`config.mk`:
```
export PLATFORM = sky130hd
export DESIGN_NAME = ifetch_stage_flat
export DESIGN_NICKNAME = d
export VERILOG_FILES = /design/src/rtl/ifetch_stage_pkg.sv /design/src/rtl/ifetch_stage_if.sv /design/src/rtl/ifetch_stage_fetch_queue.sv /design/src/rtl/ifetch_stage.sv /design/src/flat_wrapper.sv
export SDC_FILE = /design/constraint.sdc
export NUM_CORES = 1
export LEC_CHECK = 0
export ABC_CLOCK_PERIOD_IN_PS = 6000
export CORE_MARGIN = 1
export CORE_UTILIZATION = 40
export CTS_CLUSTER_SIZE = 40
export DETAILED_ROUTE_END_ITERATION = 12
export PLACE_DENSITY = 0.7
export SLEW_MARGIN = 20
export SYNTH_ARGS = -nofsm -noshare
export SYNTH_HDL_FRONTEND = slang
export SYNTH_SLANG_ARGS = --single-unit
export TNS_END_PERCENT = 1
```
`constraint.sdc`:
```
create_clock -name clk -period 6 [get_ports clk]
set_clock_uncertainty 0.2 [all_clocks]
set_input_delay 1.2 -clock clk [delete_from_list [all_inputs] [get_ports clk]]
set_output_delay 1.2 -clock clk [all_outputs]
set_load 0.02 [all_outputs]
```
`src/rtl/ifetch_stage_pkg.sv`:
```
// Shared definitions for the instruction-fetch stage and its neighbours.
// NOP_INSTR is also used by decode to fill bubbles.
package ifetch_stage_pkg;

  localparam logic [31:0] DEFAULT_RESET_PC = 32'h0000_0000;
  localparam logic [31:0] NOP_INSTR        = 32'h0000_0013;

  typedef enum logic [1:0] {
    IF_STATE_RUN    = 2'b00,
    IF_STATE_FLUSH  = 2'b01,
    IF_STATE_HALTED = 2'b10
  } if_state_t;

  // One fetched instruction together with the address it came from.
  typedef struct packed {
    logic [31:0] instr;
    logic [31:0] pc;
  } fetch_entry_t;

  // Force a byte address onto a word boundary.
  function automatic logic [31:0] align_word(input logic [31:0] addr);
    return {addr[31:2], 2'b00};
  endfunction

endpackage

```
`src/rtl/ifetch_stage_if.sv`:
```
// Instruction-memory bus: valid/ready request channel and an in-order,
// always-accepted response channel. The fetch stage is the master.
interface ifetch_stage_if;
  logic        req_valid;
  logic        req_ready;
  logic [31:0] addr;
  logic        rsp_valid;
  logic [31:0] rsp_data;

  modport master (
    output req_valid,
    output addr,
    input  req_ready,
    input  rsp_valid,
    input  rsp_data
  );

  modport slave (
    input  req_valid,
    input  addr,
    output req_ready,
    output rsp_valid,
    output rsp_data
  );
endinterface

```
`src/rtl/ifetch_stage_fetch_queue.sv`:
```
// fetch_queue: small synchronous FIFO with flush. Storage is a register
// array read combinationally so a word pushed in one cycle is visible at
// the head in the next one. Push while full is accepted only alongside a pop.
module fetch_queue #(
  parameter int DEPTH = 2,
  parameter int WIDTH = 64
) (
  input  logic                   clk,
  input  logic                   rst,
  input  logic                   i_push,
  input  logic [WIDTH-1:0]       i_data,
  input  logic                   i_pop,
  input  logic                   i_flush,
  output logic [WIDTH-1:0]       o_data,
  output logic                   o_full,
  output logic                   o_empty,
  output logic [$clog2(DEPTH):0] o_count
);
  localparam int AW = $clog2(DEPTH);
  localparam logic [AW-1:0] PTR_ONE = {{(AW-1){1'b0}}, 1'b1};
  localparam logic [AW:0]   CNT_ONE = {{AW{1'b0}}, 1'b1};
  localparam logic [AW:0]   CNT_MAX = (AW+1)'(DEPTH);

  logic [WIDTH-1:0] r_mem [DEPTH];
  logic [AW-1:0]    r_wr_ptr;
  logic [AW-1:0]    r_rd_ptr;
  logic [AW:0]      r_count;
  logic             w_push;
  logic             w_pop;

  assign o_empty = (r_count == '0);
  assign o_full  = (r_count == CNT_MAX);
  assign o_count = r_count;
  assign o_data  = r_mem[r_rd_ptr];
  assign w_pop   = i_pop & ~o_empty;
  assign w_push  = i_push & (~o_full | w_pop);

  // Storage write; contents need no reset because count gates visibility.
  always_ff @(posedge clk) begin
    if (w_push & ~i_flush) begin
      r_mem[r_wr_ptr] <= i_data;
    end
  end

  // Pointer and occupancy bookkeeping; flush empties the queue at once.
  always_ff @(posedge clk) begin
    if (rst || i_flush) begin
      r_wr_ptr <= '0;
      r_rd_ptr <= '0;
      r_count  <= '0;
    end else begin
      if (w_push) r_wr_ptr <= r_wr_ptr + PTR_ONE;
      if (w_pop)  r_rd_ptr <= r_rd_ptr + PTR_ONE;
      if (w_push && !w_pop)      r_count <= r_count + CNT_ONE;
      else if (w_pop && !w_push) r_count <= r_count - CNT_ONE;
    end
  end
endmodule

```
`src/rtl/ifetch_stage.sv`:
```
// ifetch_stage: owns the PC, issues word fetches and hands {instr, pc} to
// decode through a small queue. Redirects flush the queue and drop responses
// to requests issued before the redirect.
// Build option: IFETCH_MISALIGN_HALT_EN - when defined, a redirect to a
// non-word-aligned target halts fetch; otherwise the low bits are cleared.
module ifetch_stage
  import ifetch_stage_pkg::*;
#(
  parameter logic [31:0] RESET_PC = DEFAULT_RESET_PC,
  parameter int          QDEPTH   = 2
) (
  input  logic           clk,
  input  logic           rst,
  input  logic           stall_in,
  input  logic           redirect_in,
  input  logic [31:0]    redirect_pc_in,
  input  logic           halt_in,
  ifetch_stage_if.master imem,
  output logic           valid_out_if,
  output logic [31:0]    instr_out_if,
  output logic [31:0]    pc_out_if,
  output logic           halt_out_if
);
  localparam int CW = $clog2(QDEPTH) + 1;
  localparam logic [CW-1:0] CNT_ONE = {{(CW-1){1'b0}}, 1'b1};
  localparam logic [CW:0]   CAP     = (CW+1)'(QDEPTH);

  if_state_t     r_state;
  if_state_t     w_state_next;
  logic [31:0]   r_pc;
  logic [CW-1:0] r_outstanding;
  logic [CW-1:0] r_drop;
  logic [CW-1:0] w_out_next;
  logic [CW-1:0] w_drop_next;

  logic          w_accept;
  logic          w_keep_rsp;
  logic          w_misalign;
  logic          w_halt_evt;
  logic          w_redirect;
  logic          w_pop;
  logic          w_room;
  logic [31:0]   w_target;

  fetch_entry_t  w_head;
  logic          w_q_full;
  logic          w_q_empty;
  logic [CW-1:0] w_q_count;
  logic [31:0]   w_tag_pc;
  logic          w_tag_full;
  logic          w_tag_empty;
  logic [CW-1:0] w_tag_count;
  logic          w_unused_status;

`ifdef IFETCH_MISALIGN_HALT_EN
  assign w_misalign = redirect_in & (redirect_pc_in[1:0] != 2'b00);
`else
  assign w_misalign = 1'b0;
`endif

  // Halt (explicit or misaligned target) outranks a redirect; once halted,
  // redirects are ignored until reset.
  assign w_halt_evt = halt_in | w_misalign;
  assign w_redirect = redirect_in & ~w_halt_evt & (r_state != IF_STATE_HALTED);
  assign w_target   = align_word(redirect_pc_in);
  assign w_accept   = imem.req_valid & imem.req_ready;
  assign w_keep_rsp = imem.rsp_valid & (r_drop == '0) & (r_state != IF_STATE_HALTED);
  assign w_pop      = valid_out_if & ~stall_in & ~redirect_in;
  // Outstanding requests plus queued words must leave room for one more.
  assign w_room     = ({1'b0, r_outstanding} + {1'b0, w_q_count}) < CAP;

  assign w_unused_status = ^{w_q_full, w_tag_empty, w_tag_count, redirect_pc_in[1:0]};

  fetch_queue #(.DEPTH(QDEPTH), .WIDTH(64)) u_queue (
    .clk     (clk),
    .rst     (rst),
    .i_push  (w_keep_rsp),
    .i_data  ({imem.rsp_data, w_tag_pc}),
    .i_pop   (w_pop),
    .i_flush (w_redirect),
    .o_data  (w_head),
    .o_full  (w_q_full),
    .o_empty (w_q_empty),
    .o_count (w_q_count)
  );

  // In-order record of the PC of every request still owed a kept response.
  fetch_queue #(.DEPTH(QDEPTH), .WIDTH(32)) u_tags (
    .clk     (clk),
    .rst     (rst),
    .i_push  (w_accept),
    .i_data  (r_pc),
    .i_pop   (w_keep_rsp),
    .i_flush (w_redirect),
    .o_data  (w_tag_pc),
    .o_full  (w_tag_full),
    .o_empty (w_tag_empty),
    .o_count (w_tag_count)
  );

  // Next values of the in-flight and to-be-dropped response counters.
  always_comb begin
    w_out_next = r_outstanding;
    if (w_accept)       w_out_next = w_out_next + CNT_ONE;
    if (imem.rsp_valid) w_out_next = w_out_next - CNT_ONE;
    w_drop_next = r_drop;
    if (w_redirect)                           w_drop_next = w_out_next;
    else if (imem.rsp_valid && r_drop != '0) w_drop_next = r_drop - CNT_ONE;
  end

  // FSM state register.
  always_ff @(posedge clk) begin
    if (rst) r_state <= IF_STATE_RUN;
    else     r_state <= w_state_next;
  end

  // FSM next state: redirect with responses still owed goes to FLUSH until
  // they have all been discarded; halt is terminal.
  always_comb begin
    w_state_next = r_state;
    case (r_state)
      IF_STATE_RUN: begin
        if (w_redirect && w_out_next != '0) w_state_next = IF_STATE_FLUSH;
      end
      IF_STATE_FLUSH: begin
        if (w_drop_next == '0) w_state_next = IF_STATE_RUN;
      end
      default: w_state_next = IF_STATE_HALTED;
    endcase
    if (w_halt_evt) w_state_next = IF_STATE_HALTED;
  end

  // FSM outputs: request issue and the decode-facing bundle.
  always_comb begin
    imem.req_valid = (r_state == IF_STATE_RUN) & ~redirect_in & w_room & ~w_tag_full;
    imem.addr      = r_pc;
    valid_out_if   = ~w_q_empty & (r_state != IF_STATE_HALTED);
    instr_out_if   = valid_out_if ? w_head.instr : NOP_INSTR;
    pc_out_if      = valid_out_if ? w_head.pc : r_pc;
    halt_out_if    = (r_state == IF_STATE_HALTED);
  end

  // PC and response-accounting registers.
  always_ff @(posedge clk) begin
    if (rst) begin
      r_pc          <= RESET_PC;
      r_outstanding <= '0;
      r_drop        <= '0;
    end else begin
      if (w_redirect)    r_pc <= w_target;
      else if (w_accept) r_pc <= r_pc + 32'd4;
      r_outstanding <= w_out_next;
      r_drop        <= w_drop_next;
    end
  end
endmodule
```
`src/flat_wrapper.sv`:
```
// flat-port wrapper written by rule: the top's interface ports become plain ports
module ifetch_stage_flat import ifetch_stage_pkg::*;
#(
  parameter logic [31:0] RESET_PC = DEFAULT_RESET_PC,
  parameter int          QDEPTH   = 2
)
  (clk, rst, stall_in, redirect_in, redirect_pc_in, halt_in, valid_out_if, instr_out_if, pc_out_if, halt_out_if, imem_req_valid, imem_addr, imem_req_ready, imem_rsp_valid, imem_rsp_data);
  ifetch_stage_if imem_i ();
  input  logic clk;
  input  logic rst;
  input  logic stall_in;
  input  logic redirect_in;
  input  logic [31:0] redirect_pc_in;
  input  logic halt_in;
  output logic valid_out_if;
  output logic [31:0] instr_out_if;
  output logic [31:0] pc_out_if;
  output logic halt_out_if;
  output wire logic [$bits(imem_i.req_valid)-1:0] imem_req_valid;
  output wire logic [$bits(imem_i.addr)-1:0] imem_addr;
  input wire logic [$bits(imem_i.req_ready)-1:0] imem_req_ready;
  input wire logic [$bits(imem_i.rsp_valid)-1:0] imem_rsp_valid;
  input wire logic [$bits(imem_i.rsp_data)-1:0] imem_rsp_data;
  assign imem_req_valid = imem_i.req_valid;
  assign imem_addr = imem_i.addr;
  assign imem_i.req_ready = imem_req_ready;
  assign imem_i.rsp_valid = imem_rsp_valid;
  assign imem_i.rsp_data = imem_rsp_data;
  ifetch_stage #(.RESET_PC(RESET_PC), .QDEPTH(QDEPTH)) u_core (.clk(clk), .rst(rst), .stall_in(stall_in), .redirect_in(redirect_in), .redirect_pc_in(redirect_pc_in), .halt_in(halt_in), .imem(imem_i), .valid_out_if(valid_out_if), .instr_out_if(instr_out_if), .pc_out_if(pc_out_if), .halt_out_if(halt_out_if));
endmodule
```
; Yosys cells after proc, flatten, opt, wreduce, memory -nomap -nowiden
; Memory sizes are Yosys's and may differ from the RTL's. A register that Yosys moved wholly into a read port is not among the register bits.
; Index checks and enable logic that the tools add are counted.
[totals]
mem_bits_rw = 192
word_cells = 113
inputBits = 71
memories = 2
output_inout_bits = 99
register_bits = 46
[classes]
mux = 24
add_sub_neg = 13
n_eq_ne = 9
n_lt_le_gt_ge = 1
bitwise_logic = 27
reduce_logical = 25
[memory_table]
columns = name, words, width, read_ports, rd_clocked_by_memory_dff, wr, line
row1 = u_core.u_queue.r_mem, 2, 64, 1, 1, 1, ifetch_stage_fetch_queue.sv:24  ; logic [WIDTH-1:0] r_mem [DEPTH];
row2 = u_core.u_tags.r_mem, 2, 32, 1, 1, 1, ifetch_stage_fetch_queue.sv:24
[ops]
columns = operator, n
row1 = 2-to-1 mux 32 bit, 4
row2 = "adder 32 x 3 -> 32 bit, second input constant", 1
row3 = 2-to-1 mux 2 bit, 11
row4 = bitwise AND 1 bit, 17
row5 = logical NOT 2 bit, 5
row6 = nonzero test 2 bit, 5
row7 = 2-to-1 mux 1 bit, 8
row8 = NOT 1 bit, 8
row9 = "subtractor 2 x 1 -> 2 bit, second input constant", 4
row10 = "adder 2 x 1 -> 2 bit, second input constant", 3
row11 = "equality test 2 bit, second input constant", 3
row12 = logical AND 1 bit, 6
row13 = "inequality test 3 x 2 -> 1 bit, second input constant", 2
row14 = "adder 1 bit, second input constant", 4
row15 = logical NOT 1 bit, 4
row16 = "inequality test 2 x 1 -> 1 bit, second input constant", 2
row17 = case mux 2 bit (2 select lines), 1
row18 = AND reduction 2 bit, 2
row19 = OR reduction 2 bit, 2
row20 = adder 2 x 2 -> 3 bit, 1
row21 = "less-than comparator 3 x 2 -> 1 bit, second input constant", 1
row22 = "equality test 2 x 1 -> 1 bit, second input constant", 1
row23 = "inequality test 2 bit, second input constant", 1
row24 = bitwise OR 1 bit, 2
row25 = logical OR 1 bit, 1

; Longest topological paths before layout
; Gate-level depths: netlist of run 1.
[depth]
depth_word = 13
ltp_mapped = 10
ltp_nobuf = 10

; Cells and area by module
; A second synthesis of run 1 with hierarchy kept.
[unflattened]
cells_unflattened = 677
area_unflattened_um2 = 10080.9
[modules_own_cells]
columns = mod, area_per_inst_um2, seq_area_each_um2, instances, cells_each
row1 = fetch_queue at u_core.u_queue, 4877.2, 3943.8, 1, 226
row2 = ifetch_stage, 2661.3, 720.7, 1, 324
row3 = fetch_queue at u_core.u_tags, 2542.4, 2021.9, 1, 127

; Worst setup path before layout of run 1
; Ideal clock, no wire load.
[synth_timing]
kind = input -> register
start = input port halt_in
end = memory u_core.u_queue.r_mem[0][10], enable pin
t_required_ns = 5.318
path_buffers = 2
setup_ns = 0.482
arrival_ns = 4.691
stages = 6
path_slack_ns = 0.627
cell_sequence = nand2b_1 nand2b_1 clkbuf_1 buf_1 nand2_1 nor2_1
[synth_via]
elab_chain_len = 7
[synth_rtl]
columns = item, line
row1 = from (decl), flat_wrapper.sv:14  ; input logic halt_in;
row2 = NOT 1 bit, ifetch_stage.sv:64  ; assign w_redirect = redirect_in & ~w_halt_evt & (r_state != IF_STATE_HALTED);
row3 = bitwise AND 1 bit (2 in series), ifetch_stage.sv:64
row4 = NOT 1 bit, ifetch_stage_fetch_queue.sv:40  ; if (w_push & ~i_flush) begin
row5 = bitwise AND 1 bit, ifetch_stage_fetch_queue.sv:40
row6 = 2-to-1 mux 1 bit, ifetch_stage_fetch_queue.sv:40
row7 = 2-to-1 mux 1 bit (implied by the code), ifetch_stage_fetch_queue.sv:41  ; r_mem[r_wr_ptr] <= i_data;
row8 = to (decl), ifetch_stage_fetch_queue.sv:24
; No other way between the ends.

; Worst setup path after layout of run 1
[layout_timing]
start = register u_core.u_queue.r_count[0], in the netlist u_core.u_queue.o_count[0]
end = output port instr_out_if[0]
[layout_via]
elab_chain_len = 4
[layout_rtl]
columns = item, line
row1 = from (decl), ifetch_stage_fetch_queue.sv:27  ; logic [AW:0] r_count;
row2 = from (signal assigned), ifetch_stage_fetch_queue.sv:54  ; if (w_push && !w_pop) r_count <= r_count + CNT_ONE;
row3 = from (signal assigned), ifetch_stage_fetch_queue.sv:55  ; else if (w_pop && !w_push) r_count <= r_count - CNT_ONE;
row4 = logical NOT 2 bit, ifetch_stage_fetch_queue.sv:31  ; assign o_empty = (r_count == '0);
row5 = NOT 1 bit, ifetch_stage.sv:137  ; valid_out_if = ~w_q_empty & (r_state != IF_STATE_HALTED);
row6 = bitwise AND 1 bit, ifetch_stage.sv:137
row7 = 2-to-1 mux 32 bit, ifetch_stage.sv:138  ; instr_out_if = valid_out_if ? w_head.instr : NOP_INSTR;
row8 = to (decl), flat_wrapper.sv:16  ; output logic [31:0] instr_out_if;
; No other way between the ends.

==> flow_metrics.py, run 1 <==
metrics = {
    "outcome": {
        "status": "complete, no violations",
    },
    "clock_network": {
        "clock_latency_ps": 510,
        "cts_max_level": 1,
        "cts_resized": 0,
        "ctsHoldBuffers": 0,
        "clockRootBuffer": "clkbuf_16",
        "cts.clk_slew.worst_paths_ps": 60,
        "cts_setup_buffers": 0,
        "cts_tree": "yes",
        "cts_buffers": 25,
        "ctsLongestPathBuffers": 3,
        "numClockSinks": 230,
    },
    "die": {
        "die_x_um": 157,
        "pin_count": 170,
        "initial_core_util_pct": 40.9,
        "dieArea_um2": 24600,
        "rows": 56,
        "core-area_um2": 23500,
        "die_y_um": 157,
    },
    "synth": {
        "yosys.area_share.simple_pct": 11.9,
        "yosys.area_share.xor_xnor_pct": 2.28,
        "ys_seq_elements": 230,
        "synth_top_area_share_pct": 57.6,
        "synthCells": 721,
        "syn_area_um2": 9600,
        "synthAdderAreaFrac_pct": 0.730,
        "yosysWarnings": 0,
        "synth_top_cells_by_area": "edfxtp_1 58%, dfxtp_1 9.6%, mux2i_1 6.7%, mux2_2 3.5%, nor2_1 3.4%",
        "synth_mux_area_share_pct": 10.2,
        "seq_area_frac_synth_pct": 67.2,
        "ys_types": 52,
        "synth_edf_count": 184,
        "synth_compound_area_share_pct": 5.54,
        "synthArstFlopShare_pct": 0,
        "yosysTopAreaCell": "edfxtp_1",
        "synth_flop_cell": "edfxtp_1",
        "avgSynthCellArea_um2": 13.3,
        "synth_top_family_by_area": "simple AND/OR/NAND/NOR gates",
    },
    "routing": {
        "drtIter0Drc": 546,
        "antenna_left": 0,
        "drcViolationCount": 0,
        "num_vias": 6375,
        "drt-wirelength-per-cell_um": 18.2,
        "viasPerCell": 5.21,
        "dr.pass1.iters": 5,
        "wirelength_um": 22300,
    },
    "worst_setup_path": {
        "cp-start-kind": "flop",
        "cp_slowest_cell": "o21ai_4",
        "crit_fanout": 38,
        "worst_ep_arrival_time_ps": 3040,
        "cp_data_required_time_ps": 4600,
        "cp_top_family": "buffers and inverters",
        "path_cells": "o21ai_4, buf_4, inv_1, nand2_1, clkdlybuf4s50_1",
        "crit_type": "flop to output port",
        "path_buf_inv": 3,
        "end_kind": "output port",
        "slowest_delay_ps": 650,
    },
    "grt": {
        "grt_usage_pct": 18.0,
        "grt_pass1_vias": 6193,
        "grt_pass1_wl_um": 33700,
        "antenna_found_initial": 0,
        "grt_max_degree": 63,
        "grt_overflow": 0,
    },
    "timing": {
        "fin_setup_tns_ps": 0,
        "drv_slew": 0,
        "finalSetupViolations": 0,
        "slew_headroom_pct": 25.8,
        "fin_crit_sh_pct": 74.0,
        "hold_viol": 0,
        "tightest_slew_ps": 1110,
        "timing.fmax_ghz": 0.225,
        "rsz0062_at_grt": "false",
        "timing.final.crit_period_ps": 4440,
    },
    "worst_hold_path": {
        "hold_path.class": "flop to flop",
    },
    "pwr": {
        "leakage_nw": 3.94,
        "finalPower_mw": 4.23,
        "p_per_area_nw_per_um2": 343,
        "max-vdd-ir-drop_mv": 0.161,
    },
    "placement": {
        "routabilityCongestion": 0.806,
        "place_hpwl_um": 14200,
        "io_buffers": 163,
        "place_inst": 1178,
    },
    "run": {
        "cap_violations": 0,
    },
    "final_layout": {
        "nets": 962,
        "fin_cells": 1223,
        "n_antenna_cell": 0,
        "drive_above_1_share_pct": 10.3,
        "area_growth_pct": 28.7,
    },
}
## report_power, final
part / leakage, nW / internal (mW) / switching (mW)
clock network: 0.376 / 0.821 / 0.600
registers: 2.07 / 1.88 / 0.0961
logic: 1.49 / 0.365 / 0.468
## area by class of cell
cell class,instances,area (um2)
clock buffer,31,658
clock inverter,14,104
fill,1998,11100
inverter,13,48.8
multi-input combinational,444,2980
sequential,230,6450
tap,319,399
timing repair buffer,172,1710
## final timing paths
path                                                to                              startpoint  cells after the start  slack, ps
setup / recovery                       instr_out_if[0]  u_core.u_queue.o_count[0]$_SDFFE_PP0P_                      5       1560
hold / removal    u_core.u_queue.r_rd_ptr$_SDFFE_PP0P_    u_core.u_queue.r_rd_ptr$_SDFFE_PP0P_                      2        310
setup reg to reg  u_core.u_tags.r_mem[1][20]$_DFFE_PP_  u_core.u_queue.o_count[0]$_SDFFE_PP0P_                      7       2570
hold reg to reg   u_core.u_queue.r_rd_ptr$_SDFFE_PP0P_    u_core.u_queue.r_rd_ptr$_SDFFE_PP0P_                      2        310
## state kept, by name, indices dropped and copies added (netlist names), named ones only
signal                   flops
u_core.r_drop                2
u_core.r_state               2
u_core.imem.addr            30
u_core.u_tags.r_wr_ptr       1
u_core.u_tags.o_count        2
u_core.u_queue.r_mem       124
u_core.u_tags.r_mem         60
u_core.u_queue.o_count       2
u_core.u_tags.r_rd_ptr       1
u_core.u_queue.r_wr_ptr      1
u_core.r_outstanding         2
u_core.u_queue.r_rd_ptr      1
## synth_stat cells (all sizes together) (12+ instances only)
| cell type | number |
|---|---|
| nor4 | 16 |
| nor2 | 86 |
| a311oi | 12 |
| buf | 12 |
| o21ai | 39 |
| a211oi | 14 |
| nand4 | 12 |
| nand2 | 63 |
| mux2i | 64 |
| mux2 | 30 |
| inv | 13 |
| clkbuf | 25 |
| edfxtp | 184 |
| nand3 | 12 |
| xor2 | 15 |
| dfxtp | 46 |
## cell usage in the layout (no fill, tap or decap), types with 3 or more instances in the layout
| master | synthesis | layout |
|---|---|---|
| clkbuf_16 | 0 | 25 |
| mux2i_1 | 64 | 64 |
| nor2_1 | 86 | 84 |
| or4_1 | 3 | 3 |
| mux2_2 | 30 | 30 |
| and2_1 | 3 | 3 |
| ha_1 | 4 | 4 |
| o31a_1 | 4 | 4 |
| dfxtp_1 | 46 | 44 |
| clkinv_2 | 0 | 7 |
| buf_4 | 4 | 8 |
| edfxtp_1 | 184 | 184 |
| or3_1 | 8 | 8 |
| nor3_1 | 11 | 11 |
| nand4_1 | 12 | 12 |
| conb_1 | 1 | 4 |
| nand2b_1 | 7 | 6 |
| a311oi_1 | 12 | 12 |
| xor2_1 | 15 | 15 |
| clkdlybuf4s50_1 | 0 | 163 |
| nand2_1 | 63 | 63 |
| a211oi_1 | 14 | 14 |
| nand3_1 | 10 | 10 |
| clkbuf_1 | 24 | 5 |
| o21ai_0 | 38 | 38 |
| nor4_1 | 13 | 13 |
| and3_1 | 5 | 4 |
| inv_1 | 12 | 12 |
| clkinv_1 | 0 | 4 |
| xnor2_1 | 10 | 10 |
## stage by stage
step	hold WS, ps	worst slack [ps]	util [%]	instance area [um2]
after global placement	284	1860	49.4	11600
after detailed placement	290	1870	49.4	11600
after global routing	331	1350	52.6	12400
after floorplan	272	627	-	9610
after CTS	308	1490	52.6	12400
final	306	1560	52.6	12400
## worst min-delay path, stage by stage, from the launching register on
cell and delay (ps):
dfxtp_1 320, xor2_1 80, nor2_1 70
## metal layers
metal,up-vias,wire length [um],part of all wire (%),GRT usage (%)
met1,3103,9680,43,23.5
met4,0,630,2.8,7.14
met5,-,0,0,0
met2,225,10500,47,29.6
met3,42,1540,6.9,3.22
li1,3005,-,-,-
## cell families after synthesis
| kind of cell | after synthesis |
|---|---|
| multiplexers | 94 |
| XOR/XNOR | 25 |
| buffers and inverters | 50 |
| other | 1 |
| AND/OR/NAND/NOR | 236 |
| flip-flops | 230 |
| AO/OA/AOI/OAI | 80 |
| adder cells (fa/ha/maj) | 5 |
No activity file was read; power rests on OpenSTA's default activity.
==> run 2: changes to the inputs <==
--- a/config.mk
+++ b/config.mk
@@ -5,7 +5,7 @@
 export SDC_FILE = /design/constraint.sdc
 export NUM_CORES = 1
 export LEC_CHECK = 0
-export ABC_CLOCK_PERIOD_IN_PS = 6000
+export ABC_CLOCK_PERIOD_IN_PS = 4200
 export CORE_MARGIN = 1
 export CORE_UTILIZATION = 40
 export CTS_CLUSTER_SIZE = 40
==> constraint.sdc (replaced) <==
create_clock -name clk -period 4.2 [get_ports clk]
set_clock_uncertainty 0.2 [all_clocks]
set_input_delay 0.84 -clock clk [delete_from_list [all_inputs] [get_ports clk]]
set_output_delay 0.84 -clock clk [all_outputs]
set_load 0.02 [all_outputs]
==> flow_metrics.py, run 2 (synthesis gave the netlist of run 1 again) <==
metrics = {
    "pwr": {
        "max-vdd-ir-drop_mv": 0.280,
        "leakage_nw": 3.97,
        "p_int_mw": 4.42,
        "power_switching_mw": 1.63,
        "p_clk_share_pct": 33.3,
        "combPwrFrac_pct": 20.3,
        "p_per_area_nw_per_um2": 486,
        "swShare_pct": 26.9,
        "pwr-share-seq_pct": 46.3,
    },
    "clock_network": {
        "cts_resized": 0,
        "cts.clk_slew.worst_paths_ps": 60,
        "cts_setup_buffers": 0,
        "cts_max_level": 1,
        "cts_buffers": 24,
        "numClockSinks": 230,
        "clockRootBuffer": "clkbuf_16",
        "clock_latency_ps": 510,
        "cts_tree": "yes",
        "ctsLongestPathBuffers": 3,
        "ctsHoldBuffers": 0,
    },
    "final_layout": {
        "nets": 966,
        "top_register": "u_core.u_queue.r_mem",
        "drive_above_1_share_pct": 10.2,
        "largest_reg_flops": 124,
        "n_antenna_cell": 0,
        "area_growth_pct": 29.8,
        "final_cell_mix": "184 x edfxtp_1, 163 x clkdlybuf4s50_1, 84 x nor2_1",
        "final_common_cell": "edfxtp_1",
    },
    "worst_setup_path": {
        "crit_fanout": 5,
        "end_kind": "output port",
        "cp_top_family": "buffers and inverters",
        "slowest_delay_ps": 670,
        "worst_ep_arrival_time_ps": 2580,
        "worst_r2r_endpoint": "u_core.imem.addr[20]$_SDFFE_PP0P_",
        "reg2reg_from": "u_core.u_queue.o_count[0]$_SDFFE_PP0P_",
        "cp_slowest_cell": "clkdlybuf4s50_1",
        "cp_data_required_time_ps": 3160,
        "path_cells": "and2_1, fa_1, nor2_1, nand2_1, nor4_1, clkdlybuf4s50_1",
        "cp-start-kind": "flop",
        "worst-r2r-setup-slack_ps": 970,
        "crit_type": "flop to output port",
        "r2r_cells": 7,
        "path_buf_inv": 1,
    },
    "routing": {
        "drtIter0Drc": 334,
        "drcViolationCount": 0,
        "antenna_left": 0,
        "drt-wirelength-per-cell_um": 18.0,
        "num_vias": 6287,
        "dr.pass1.iters": 5,
        "viasPerCell": 5.12,
        "wirelength_um": 22100,
    },
    "timing": {
        "fin_setup_tns_ps": 0,
        "hold_viol": 0,
        "fin_crit_sh_pct": 86.3,
        "timing.final.crit_period_ps": 3620,
        "slew_headroom_pct": 40.0,
        "tightest_slew_ps": 894,
        "fin_ws_ps": 576,
        "finalSetupViolations": 0,
        "timing.fmax_ghz": 0.276,
        "rsz0062_at_grt": "false",
        "drv_slew": 0,
        "whs_ps": 315,
    },
    "die": {
        "core-area_um2": 23500,
        "die_y_um": 157,
        "dieArea_um2": 24600,
        "die_x_um": 157,
        "rows": 56,
        "pin_count": 170,
        "initial_core_util_pct": 40.9,
    },
    "outcome": {
        "status": "complete, no violations",
    },
    "grt": {
        "grt_max_degree": 91,
        "grt_pass1_wl_um": 34100,
        "antenna_found_initial": 0,
        "grt_pass1_vias": 6095,
        "grt_usage_pct": 18.2,
        "grt_overflow": 0,
    },
    "worst_hold_path": {
        "hold_path.class": "flop to flop",
        "whs_path_depth": 2,
        "worstHoldStart": "u_core.u_tags.r_rd_ptr$_SDFFE_PP0P_",
    },
    "placement": {
        "io_buffers": 163,
        "place_hpwl_um": 14300,
        "routabilityCongestion": 0.864,
        "post-place-ws_ps": 644,
    },
    "run": {
        "cap_violations": 0,
    },
}
run 2: worst register-to-register path: stages (launching register included):
cell	delay (ps)
dfxtp_1	460
and2_1	180
fa_1	470
or4b_4	560
nor4_4	460
nand3_2	190
or3_1	350
a311oi_1	270
run 2: metal layers:
metal	track usage [%]	vias to the layer above	share of wire, %
met4	5.56	0	1.9
met3	2.70	33	5.2
li1	-	3028	-
met1	23.7	3062	43
met2	31.1	164	50
met5	0	-	0
run 2: how the worst max path moves through the flow:
| stage | to | start | cells past startpoint |
|---|---|---|---|
| final | imem_req_valid | u_core.u_queue.o_count[0]$_SDFFE_PP0P_ | 6 |
| after global routing | instr_out_if[4] | u_core.r_state[0]$_SDFFE_PP0P_ | 6 |
| after CTS | instr_out_if[4] | u_core.r_state[0]$_SDFFE_PP0P_ | 6 |
| after detailed placement | u_core.imem.addr[20]$_SDFFE_PP0P_ | redirect_in | 6 |
| after global placement | u_core.imem.addr[16]$_SDFFE_PP0P_ | redirect_in | 6 |
| after floorplan | u_core.u_queue.r_mem[0][10]$_DFFE_PP_ | halt_in | 6 |
run 2: through the flow:
stage	total power [mW]	utilization, %	instance area, um2	instances
detailed placement	4.10	49.8	11700	1183
CTS	6.12	53.1	12500	1227
global placement	4.08	49.8	11700	1183
global route	6.31	53.1	12500	1227
finish	6.05	53.1	12500	1227
floorplan	3.51	-	9610	724
run 2: power by group through the flow:
| stage | Combinational, mW | Sequential [mW] | Clock (mW) |
|---|---|---|---|
| after CTS | 1.25 | 2.81 | 2.07 |
| after floorplan | 0.672 | 2.83 | 0 |
| after global placement | 1.23 | 2.85 | 0 |
| after detailed placement | 1.24 | 2.85 | 0 |
| final | 1.23 | 2.80 | 2.02 |
| after global routing | 1.33 | 2.83 | 2.15 |
run 2: layout make-up:
cell class                 count  area, um2
clock buffer                  31        678
clock inverter                13       83.8
fill                        1960      11000
inverter                      13       48.8
multi-input combinational    444       2980
sequential                   230       6450
tap                          319        399
timing repair buffer         177       1810
